## src/rtl/toeplitz_shift_sched_pkg.sv

```systemverilog
// toeplitz_shift_sched_pkg
// Shared definitions for the Toeplitz seed-shifter scheduler:
//   - sched_state_e : scheduler FSM state encoding
//   - *_DEF         : default timing / geometry constants of the shifter
//   - N_CH          : number of hash channels sharing the shifter
//   - PHASE_W       : width of the shared lead/gap/tail/ack phase counter
//   - ch_onehot()   : channel index to one-hot done vector
package toeplitz_shift_sched_pkg;

  typedef enum logic [2:0] {
    ST_IDLE = 3'd0,
    ST_LOAD = 3'd1,
    ST_LEAD = 3'd2,
    ST_ROW  = 3'd3,
    ST_GAP  = 3'd4,
    ST_TAIL = 3'd5,
    ST_DONE = 3'd6
  } sched_state_e;

  localparam int ROUNDS_DEF      = 128;
  localparam int SHIFTS_DEF      = 32;
  localparam int LEAD_DEF        = 3;
  localparam int GAP_DEF         = 3;
  localparam int TAIL_DEF        = 2;
  localparam int ACK_TIMEOUT_DEF = 15;
  localparam int AW_DEF          = 12;

  localparam int N_CH    = 2;
  // Lead, gap, tail and ack-wait lengths must all fit in this counter.
  localparam int PHASE_W = 8;

  function automatic logic [N_CH-1:0] ch_onehot(input logic ch);
    return ch ? 2'b10 : 2'b01;
  endfunction

endpackage

```

## src/rtl/toeplitz_shift_sched_rr_arb2.sv

```systemverilog
// toeplitz_shift_sched_rr_arb2
// Two-requester round-robin arbiter. The grant is combinational from req and
// the priority pointer; the pointer moves to the channel opposite adv_ch on
// an advance strobe (job completion).
// Ports:
//   clk_in      in  clock, rising edge
//   rst         in  synchronous active-high reset (pointer -> channel 0)
//   req         in  per-channel request
//   advance     in  1-cycle strobe: a job for adv_ch has finished
//   adv_ch      in  channel that just finished
//   grant_valid out at least one channel requests
//   grant_ch    out channel that wins this cycle
module toeplitz_shift_sched_rr_arb2
  import toeplitz_shift_sched_pkg::*;
(
  input  logic            clk_in,
  input  logic            rst,
  input  logic [N_CH-1:0] req,
  input  logic            advance,
  input  logic            adv_ch,
  output logic            grant_valid,
  output logic            grant_ch
);

  logic ptr_r;

  // Grant selection: the pointer only matters when both channels request.
  always_comb begin
    grant_valid = |req;
    if (req == 2'b11) begin
      grant_ch = ptr_r;
    end else if (req[1]) begin
      grant_ch = 1'b1;
    end else begin
      grant_ch = 1'b0;
    end
  end

  // Priority pointer: favour the other channel after each completed job.
  always_ff @(posedge clk_in) begin
    if (rst) begin
      ptr_r <= 1'b0;
    end else if (advance) begin
      ptr_r <= ~adv_ch;
    end else begin
      ptr_r <= ptr_r;
    end
  end

endmodule

```

## src/rtl/toeplitz_shift_sched.sv

```systemverilog
// toeplitz_shift_sched
// Shares one Toeplitz seed shifter between two hash channels. Grants a
// channel round-robin, starts the shifter (shift_en until seed_ack), then
// follows the shifter's fixed row timing to strobe row_valid, step key_addr
// and signal completion on done. An unanswered start raises err_timeout.
// Ports:
//   clk_in      in  clock, rising edge
//   rst         in  synchronous active-high reset
//   req[1:0]    in  per-channel job request (level)
//   seed_sel    out granted channel, stable while busy
//   shift_en    out start request to the shifter (drops on seed_ack)
//   seed_ack    in  shifter latched the seed (1-cycle pulse)
//   acc_clr     out 1-cycle accumulator clear, first cycle after grant
//   row_valid   out current shifter row is valid
//   key_addr    out raw-key bit index of the current row
//   done[1:0]   out 1-cycle one-hot completion pulse
//   busy        out job in progress
//   err_timeout out sticky ack-timeout flag
// LEAD must be >= 2; GAP, TAIL, ACK_TIMEOUT must be >= 1.
module toeplitz_shift_sched
  import toeplitz_shift_sched_pkg::*;
#(
  parameter int ROUNDS      = ROUNDS_DEF,
  parameter int SHIFTS      = SHIFTS_DEF,
  parameter int LEAD        = LEAD_DEF,
  parameter int GAP         = GAP_DEF,
  parameter int TAIL        = TAIL_DEF,
  parameter int ACK_TIMEOUT = ACK_TIMEOUT_DEF,
  parameter int AW          = AW_DEF
) (
  input  logic            clk_in,
  input  logic            rst,
  input  logic [N_CH-1:0] req,
  output logic            seed_sel,
  output logic            shift_en,
  input  logic            seed_ack,
  output logic            acc_clr,
  output logic            row_valid,
  output logic [AW-1:0]   key_addr,
  output logic [N_CH-1:0] done,
  output logic            busy,
  output logic            err_timeout
);

  localparam int SW = (SHIFTS > 1) ? $clog2(SHIFTS) : 1;
  localparam int RW = (ROUNDS > 1) ? $clog2(ROUNDS) : 1;

  // LEAD state lasts LEAD-1 cycles so the first row lands LEAD cycles
  // after the cycle in which seed_ack is seen.
  localparam logic [PHASE_W-1:0] LEAD_LAST = PHASE_W'(LEAD - 2);
  localparam logic [PHASE_W-1:0] GAP_LAST  = PHASE_W'(GAP - 1);
  localparam logic [PHASE_W-1:0] TAIL_LAST = PHASE_W'(TAIL - 1);
  localparam logic [PHASE_W-1:0] ACK_LAST  = PHASE_W'(ACK_TIMEOUT - 1);
  localparam logic [SW-1:0]      ROW_LAST  = SW'(SHIFTS - 1);
  localparam logic [RW-1:0]      RND_LAST  = RW'(ROUNDS - 1);

  sched_state_e         state_r, state_nx_s;
  logic [PHASE_W-1:0]   phase_r, phase_nx_s;
  logic [SW-1:0]        row_r, row_nx_s;
  logic [RW-1:0]        round_r, round_nx_s;
  logic [AW-1:0]        key_r, key_nx_s;
  logic                 seed_sel_r, seed_sel_nx_s;
  logic                 acc_clr_r, acc_clr_nx_s;
  logic                 err_r, err_nx_s;
  logic                 shift_en_s;
  logic [N_CH-1:0]      done_s;
  logic                 advance_s;
  logic                 grant_valid_s;
  logic                 grant_ch_s;

  toeplitz_shift_sched_rr_arb2 u_arb (
    .clk_in      (clk_in),
    .rst         (rst),
    .req         (req),
    .advance     (advance_s),
    .adv_ch      (seed_sel_r),
    .grant_valid (grant_valid_s),
    .grant_ch    (grant_ch_s)
  );

  // Next-state, counter and output decode for the scheduler FSM.
  always_comb begin
    state_nx_s    = state_r;
    phase_nx_s    = phase_r;
    row_nx_s      = row_r;
    round_nx_s    = round_r;
    key_nx_s      = key_r;
    seed_sel_nx_s = seed_sel_r;
    acc_clr_nx_s  = 1'b0;
    err_nx_s      = err_r;
    shift_en_s    = 1'b0;
    done_s        = 2'b00;
    advance_s     = 1'b0;

    case (state_r)
      ST_IDLE: begin
        phase_nx_s = '0;
        row_nx_s   = '0;
        round_nx_s = '0;
        key_nx_s   = '0;
        if (grant_valid_s) begin
          seed_sel_nx_s = grant_ch_s;
          acc_clr_nx_s  = 1'b1;
          state_nx_s    = ST_LOAD;
        end else begin
          state_nx_s = ST_IDLE;
        end
      end

      ST_LOAD: begin
        // shift_en drops combinationally in the ack cycle so the shifter
        // never sees a second start.
        if (seed_ack) begin
          shift_en_s = 1'b0;
          phase_nx_s = '0;
          state_nx_s = ST_LEAD;
        end else if (phase_r == ACK_LAST) begin
          // Give up: finish through DONE so done pulses and the pointer moves.
          shift_en_s = 1'b1;
          err_nx_s   = 1'b1;
          phase_nx_s = '0;
          state_nx_s = ST_DONE;
        end else begin
          shift_en_s = 1'b1;
          phase_nx_s = phase_r + PHASE_W'(1);
        end
      end

      ST_LEAD: begin
        if (phase_r == LEAD_LAST) begin
          phase_nx_s = '0;
          state_nx_s = ST_ROW;
        end else begin
          phase_nx_s = phase_r + PHASE_W'(1);
        end
      end

      ST_ROW: begin
        if (row_r == ROW_LAST) begin
          row_nx_s = '0;
          if (round_r == RND_LAST) begin
            // Last row of the job: key_addr stays at its final index.
            phase_nx_s = '0;
            state_nx_s = ST_TAIL;
          end else begin
            round_nx_s = round_r + RW'(1);
            key_nx_s   = key_r + AW'(1);
            phase_nx_s = '0;
            state_nx_s = ST_GAP;
          end
        end else begin
          row_nx_s = row_r + SW'(1);
          key_nx_s = key_r + AW'(1);
        end
      end

      ST_GAP: begin
        if (phase_r == GAP_LAST) begin
          phase_nx_s = '0;
          state_nx_s = ST_ROW;
        end else begin
          phase_nx_s = phase_r + PHASE_W'(1);
        end
      end

      ST_TAIL: begin
        if (phase_r == TAIL_LAST) begin
          phase_nx_s = '0;
          state_nx_s = ST_DONE;
        end else begin
          phase_nx_s = phase_r + PHASE_W'(1);
        end
      end

      ST_DONE: begin
        done_s     = ch_onehot(seed_sel_r);
        advance_s  = 1'b1;
        key_nx_s   = '0;
        phase_nx_s = '0;
        state_nx_s = ST_IDLE;
      end

      default: begin
        state_nx_s = ST_IDLE;
      end
    endcase
  end

  // State and counter registers.
  always_ff @(posedge clk_in) begin
    if (rst) begin
      state_r    <= ST_IDLE;
      phase_r    <= '0;
      row_r      <= '0;
      round_r    <= '0;
      key_r      <= '0;
      seed_sel_r <= 1'b0;
      acc_clr_r  <= 1'b0;
      err_r      <= 1'b0;
    end else begin
      state_r    <= state_nx_s;
      phase_r    <= phase_nx_s;
      row_r      <= row_nx_s;
      round_r    <= round_nx_s;
      key_r      <= key_nx_s;
      seed_sel_r <= seed_sel_nx_s;
      acc_clr_r  <= acc_clr_nx_s;
      err_r      <= err_nx_s;
    end
  end

  assign seed_sel    = seed_sel_r;
  assign shift_en    = shift_en_s;
  assign acc_clr     = acc_clr_r;
  assign row_valid   = (state_r == ST_ROW);
  assign key_addr    = key_r;
  assign done        = done_s;
  assign busy        = (state_r != ST_IDLE);
  assign err_timeout = err_r;

endmodule

```

## config.mk

```make
export PLATFORM = sky130hd
export DESIGN_NAME = toeplitz_shift_sched
export DESIGN_NICKNAME = d
export VERILOG_FILES = /design/src/rtl/toeplitz_shift_sched_pkg.sv /design/src/rtl/toeplitz_shift_sched_rr_arb2.sv /design/src/rtl/toeplitz_shift_sched.sv
export SDC_FILE = /design/constraint.sdc
export NUM_CORES = 1
export LEC_CHECK = 0
export ABC_CLOCK_PERIOD_IN_PS = 3280
export CAP_MARGIN = 10
export CORE_ASPECT_RATIO = 2
export CORE_MARGIN = 10
export CORE_UTILIZATION = 59
export DETAILED_ROUTE_END_ITERATION = 10
export GPL_TIMING_DRIVEN = 0
export HOLD_SLACK_MARGIN = 0.08
export PLACE_DENSITY = 0.84
export SYNTH_ARGS = -nofsm -noshare
export SYNTH_HDL_FRONTEND = slang
export SYNTH_SLANG_ARGS = --single-unit
```

## constraint.sdc

```tcl
create_clock -name clk_in -period 3.28 [get_ports clk_in]
set_input_delay 0.328 -clock clk_in [delete_from_list [all_inputs] [get_ports clk_in]]
set_output_delay 0.328 -clock clk_in [all_outputs]
set_load 0.1 [all_outputs]
```

==> out/qor.yml, run 1 <==
grt.met1_usage_pct: 14.70
insertedDiodeCount: 0
syn-num-nets: 251
crit_start: "state_r[1]$_SDFFE_PP0P_"
worst_slew_slack_as_a_fraction_of_its_limit_pct: 34.72
fin_setup_tns_ns: 0
detailroute.via_count: 1806
ant_nets: 0
cts_sink_cnt: 39
core_util_final_pct: 72.06
yosysWarningCount: 0
dp.final_hpwl_um: 3406
filler_cell_count: 269
end_kind: "output pin"
grt_start_max_net_pins: 13
timing.hold.worst.class: "register to register"
dr.pass1.iters: 4
final.min_clock_period_ns: 2.855
worst_skew_pair.late_latency_ns: 0.29
worst-endpoint-arrival_ns: 2.53
worstHoldStart: "err_timeout$_SDFFE_PP0P_"
synth_cell_types: 47
gr-total-overflow: 0
cts_repair_resize_count: 0
post_route_cells_drive_above_1_share_pct: 9.259
rsz0062_at_grt: "false"
detail_route.drc_violations: 0
yosysSeqAreaShare_pct: 38.78
crit_path_max_incr_delay_ns: 1.14
timing.final.crit_share_pct: 87.06
maxClockFrequency_mhz: 350.2
share_of_flip_flops_with_an_asynchronous_set_or_reset_after_synthesis_pct: 0
initial_core_util_pct: 60.26
run_status: "finished, final reports clean"
grt_util_all_layers_pct: 15.26
final_max_slew_viol_count: 0
cts.repair_timing.setup_buffer_count: 0
reg2reg_depth: 9
worstHoldPathCells: 2
ctsHoldBuffers: 0
ioPinCount: 25
synth_area_per_cell_um2: 8.423
avgViaCountPerCell: 5.980
fp.dieArea_um2: 6291
post_syn_instances: 239
synth_top_cell_by_area: "dfxtp_1"
cts.path.max_buffers: 2
postSynthRegisterBits: 39
clock-skew-final_ns: 0.008387
max_slew.worst_pin.slew_ns: 0.9761
num_rows: 30
cts-buffers-inserted: 5
chipWidth_um: 61.31
synth.mux.area_fraction_pct: 1.802
max_cap_viol_count: 0
synth-edff-count: 0
grt_pass1_vias: 1693
cp.required_ns: 2.95
most_used_flip_flop_cell_after_synthesis: "dfxtp_1"
timing.critical_path.cells: "buf_2 -> and3b_1 -> and2_1 -> clkdlybuf4s50_1"
grtUsageMet2_pct: 28.97
area_delta_synth_final_pct: 19.58
synth-xor-area-share_pct: 9.571
netlist_area_um2: 2013
synth_area_in_adders_pct: 4.351
dr.first_iter.drc_count: 41
clock_tree_from_tritoncts: "done"
static-leakage-power_nw: 0.8614
wire_per_inst_um: 14.95
clk_pin_slew_worst_paths_ns: 0.08
buffer_ports.inserted: 23
worst_r2r_startpoint: "row_r[0]$_SDFFE_PP0P_"
antenna_found_initial: 0
worst_setup_path_type: "register to output pin"
vertical_die_dimension_um: 102.6
powerDensity_nw_per_um2: 630.8
synth_top_family_by_area: "simple AND/OR/NAND/NOR gates"
synthTopCellsByCount: "41 x nor2_1, 39 x dfxtp_1, 18 x xnor2_1, 13 x a21oi_1"
r2r_slack_ns: 0.94
num-nets-final: 281
synth_compound_gate_area_share_pct: 14.23
htree_levels: 2
grt_pass1_wl_um: 7507
placeableCoreArea_um2: 3341
critical_path.startpoint_type: "register"
synth_simple_gate_area_share_pct: 27.59
post-synth-top-area-fraction_pct: 38.78
grt-busiest-layer: "met2"
critical-path-slowest-cell: "clkdlybuf4s50_1"
hold_violations: 0
met3_usage_grt_pct: 2.713
synth.top_cells.by_area: "dfxtp_1 39%, xnor2_1 7.8%, nor2_1 7.6%"
routed_wirelength_um: 4514
place.gp.congestion: 0.9180
synthMostInstantiatedCell: "nor2_1"
ctsRootBufferMaster: "clkbuf_8"
finalSetupViolations: 0
ir_drop_v: 0.0005094
timing.critical_path.fanout_max: 10
-- cells by family after synthesis --
family                   count (synthesis)
flip-flops                              39
AO/OA/AOI/OAI                           42
XOR/XNOR                                22
AND/OR/NAND/NOR                        108
multiplexers                             3
adder cells (fa/ha/maj)                  7
buffers and inverters                   18
-- cell usage in the layout, fill, tap and decap left out, types with 3 or more instances in the layout --
cell	instances
clkdlybuf4s50_1	23
buf_2	5
nor3_1	7
nand2_1	12
clkbuf_8	6
nand3_1	12
nand4_1	9
and3_1	4
dfxtp_1	39
nor2_1	41
xnor2_1	18
o21ai_0	3
a211oi_1	7
xor2_1	4
nand2b_1	6
inv_1	7
ha_1	7
or3_1	3
a21oi_1	13
clkbuf_1	4
-- stage by stage --
stage                     hold WS [ns]  cells  cell area (um2)  total power, mW  setup slack (ns)
after floorplan                 0.4395    239             2019           0.9854           0.08689
after global placement          0.4662    294             2290            1.101            0.6308
after detailed placement        0.4751    294             2290            1.111            0.6407
after CTS                       0.4908    302             2407            1.525            0.4285
after global routing            0.5011    302             2407            1.596            0.3270
final                           0.4913    302             2407            1.519            0.4246
-- cell type report --
type,instances,area (um2),share of cell area (%)
buffer,10,43.79,1.819
clock buffer,6,82.58,3.430
clock inverter,2,35.03,1.455
inverter,8,30.03,1.247
multi-input combinational,182,1165,48.39
sequential,39,780.7,32.43
tap,32,40.04,1.663
timing repair buffer,23,230.2,9.563
-- where the power goes --
group | internal [mW] | total, mW | leakage, nW | switching, mW
Combinational | 0.170 | 0.564 | 0.485 | 0.395
Sequential | 0.503 | 0.540 | 0.315 | 0.0366
Clock | 0.246 | 0.415 | 0.0612 | 0.168
-- path summary, 6_finish.rpt --
| path | endpoint |
|---|---|
| worst max-delay path | done[1] |
| worst min-delay path | err_timeout$_SDFFE_PP0P_ |
| worst max register to register | round_r[5]$_SDFFE_PP0P_ |
| worst min register to register | err_timeout$_SDFFE_PP0P_ |
-- critical path: cells and delay by family, from the launching register on --
kind          cells  cell delay, ns
buf+inv           2            1.38
flops             1            0.44
simple gates      2            0.41
-- layer usage --
layer	vias up	routed length, um
met5	-	0
met4	0	111
met3	12	195
met2	36	2506
met1	853	1701
li1	905	-
-- flip-flops by register name, summed over array words and instances, names as in the netlist --
register / count
round_r: 7
seed_sel: 1
key_addr: 12
u_arb.ptr_r: 1
phase_r: 8
row_r: 5
err_timeout: 1
state_r: 3
acc_clr: 1
Note: power is estimated with default switching activity, not from simulation.
==> run 2: changes to the inputs <==
Settings changed: ABC_CLOCK_PERIOD_IN_PS 3280 to 3100, CORE_UTILIZATION 59 to 55, PLACE_DENSITY 0.84 to 0.79.
Clock period 3.28 ns to 3.1 ns, I/O delays scaled along.
==> run 2 against run 1 <==
Clock power is 19% lower; register-to-register slack worse by 0.20 ns; largest cell class unchanged; total power is 0.93% lower.
==> out/qor.yml, run 2 (synthesis gave the netlist of run 1 again) <==
clockPowerShare_pct: 22.2  # -5.1 points
detailroute.via_count: 1797  # -0.50%
max_slew.worst_pin.slew_ns: 0.9767  # +0.0006082 ns
grt_pass1_wl_um: 8204  # +9.3%
fin_setup_tns_ns: 0  # unchanged
p_seq_share_pct: 37.7  # +2.2 points
place.gp.congestion: 0.8929  # -2.7%
dr.pass1.iters: 4  # unchanged
routed_wirelength_um: 4599  # +1.9%
power.share.switching_pct: 42.22  # +2.7 points
timing.hold.worst.class: "input pin to register"
worst_slew_slack_as_a_fraction_of_its_limit_pct: 34.68  # -0.041 points
timing.critical_path.fanout_max: 10  # unchanged
placed_area_um2: 2316  # +1.1%
insertedDiodeCount: 0  # unchanged
initial_core_util_pct: 56.42  # -3.8 points
finalSetupViolations: 0  # unchanged
comb_power_share_pct: 40.0  # +2.8 points
htree_levels: 2  # unchanged
rsz0062_at_grt: "false"
cts.path.max_buffers: 2  # unchanged
final.min_clock_period_ns: 2.828
grt_start_max_net_pins: 13  # unchanged
grt_util_all_layers_pct: 14.86  # -0.40 points
ioPinCount: 25  # unchanged
run_status: "finished, final reports clean"
cp.required_ns: 2.79  # -0.16 ns
layout.cells.most_common: "nor2_1"
internal_power_mw: 0.8693  # -5.4%
clk_pin_slew_worst_paths_ns: 0.08  # about the same
final_cell_mix: "41 x nor2_1, 39 x dfxtp_1, 23 x clkdlybuf4s50_1"
detail_route.drc_violations: 0  # unchanged
clock-skew-final_ns: 0.009429  # +0.001042 ns
worst_skew_pair.late_latency_ns: 0.29  # about the same
dp.final_hpwl_um: 3479  # +2.2%
critical_path.startpoint_type: "register"
num_rows: 31  # +3.3%
gr-total-overflow: 0  # unchanged
end_kind: "output pin"
clock_tree_from_tritoncts: "done"
cts-buffers-inserted: 5  # unchanged
filler_cell_count: 317  # +18%
post_route_cells_drive_above_1_share_pct: 9.259  # unchanged
chipWidth_um: 62.78  # +2.4%
final_area_um2: 2401  # -0.26%
cts_repair_resize_count: 0  # unchanged
fin_cells: 319  # +5.6%
max_cap_viol_count: 0  # unchanged
largest_reg_flops: 12  # unchanged
ctsHoldBuffers: 0  # unchanged
timing.final.crit_share_pct: 91.23
hold_violations: 0  # unchanged
maxClockFrequency_mhz: 353.6
cts_sink_cnt: 39  # unchanged
num-nets-final: 281  # unchanged
static-leakage-power_nw: 0.8448  # -1.9%
wire_per_inst_um: 14.42  # -3.5%
dr.first_iter.drc_count: 48  # +17%
ctsRootBufferMaster: "clkbuf_8"
buffer_ports.inserted: 23  # unchanged
placeableCoreArea_um2: 3568  # +6.8%
worst-endpoint-arrival_ns: 2.52  # about the same
final_max_slew_viol_count: 0  # unchanged
grt_pass1_vias: 1804  # +6.6%
cts.repair_timing.setup_buffer_count: 0  # unchanged
powerDensity_nw_per_um2: 626.6  # -0.67%
ant_nets: 0  # unchanged
avgViaCountPerCell: 5.633  # -5.8%
antenna_found_initial: 0  # unchanged
ir_drop_v: 0.0003939  # -23%
vertical_die_dimension_um: 105.6  # +2.9%
worst_setup_path_type: "register to output pin"
net_switching_mw: 0.6352  # +5.9%
place_inst: 311  # +5.8%
fp.dieArea_um2: 6627  # +5.4%
area_delta_synth_final_pct: 19.27
## run 2: path summary, 6_finish.rpt
check | depth (start not counted) | slack, ns | startpoint | end
worst min-delay path | 2 | 0.46 | rst | row_r[3]$_SDFFE_PP0P_
worst max-delay path | 4 | 0.27 | state_r[1]$_SDFFE_PP0P_ | done[1]
worst max register to register | 9 | 0.74 | row_r[0]$_SDFFE_PP0P_ | round_r[5]$_SDFFE_PP0P_
worst min register to register | 2 | 0.49 | err_timeout$_SDFFE_PP0P_ | err_timeout$_SDFFE_PP0P_
## run 2: layout make-up
type / instances / area [um2] / share of cell area, %
Buffer: 10 / 43.79 / 1.824
Clock buffer: 6 / 72.57 / 3.022
Clock inverter: 2 / 12.51 / 0.5211
Inverter: 8 / 30.03 / 1.251
Multi-Input combinational cell: 182 / 1170 / 48.72
Sequential cell: 39 / 780.7 / 32.52
Tap cell: 49 / 61.31 / 2.553
Timing Repair Buffer: 23 / 230.2 / 9.588
## run 2: routing by layer
layer	GRT usage, %	wire, um	up-vias
met5	0	0	-
met4	8.521	150	0
met3	3.499	154	12
met2	28.24	2627	35
met1	13.85	1666	845
li1	-	-	905
## run 2: metrics by stage
stage	hold slack [ns]	total power [mW]	setup WS, ns	utilization [%]
floorplan	0.4395	1.044	0.07354	-
global placement	0.4657	1.177	0.4287	64.90
detailed placement	0.4673	1.180	0.4420	64.90
CTS	0.4587	1.514	0.2665	67.29
global route	0.4910	1.597	0.1598	67.29
finish	0.4640	1.504	0.2718	67.29
## run 2: power groups by stage
stage               logic [mW]  clock network, mW  registers [mW]
finish                   0.602              0.335           0.568
global placement         0.599                  0           0.579
CTS                      0.605              0.342           0.568
detailed placement       0.601                  0           0.580
floorplan                0.416                  0           0.628
global route             0.659              0.364           0.574
## run 2: critical path: stages, from the launching register on
cell	delay (ns)
dfxtp_1	0.43
buf_2	0.24
and3b_1	0.24
and2_1	0.17
clkdlybuf4s50_1	1.14
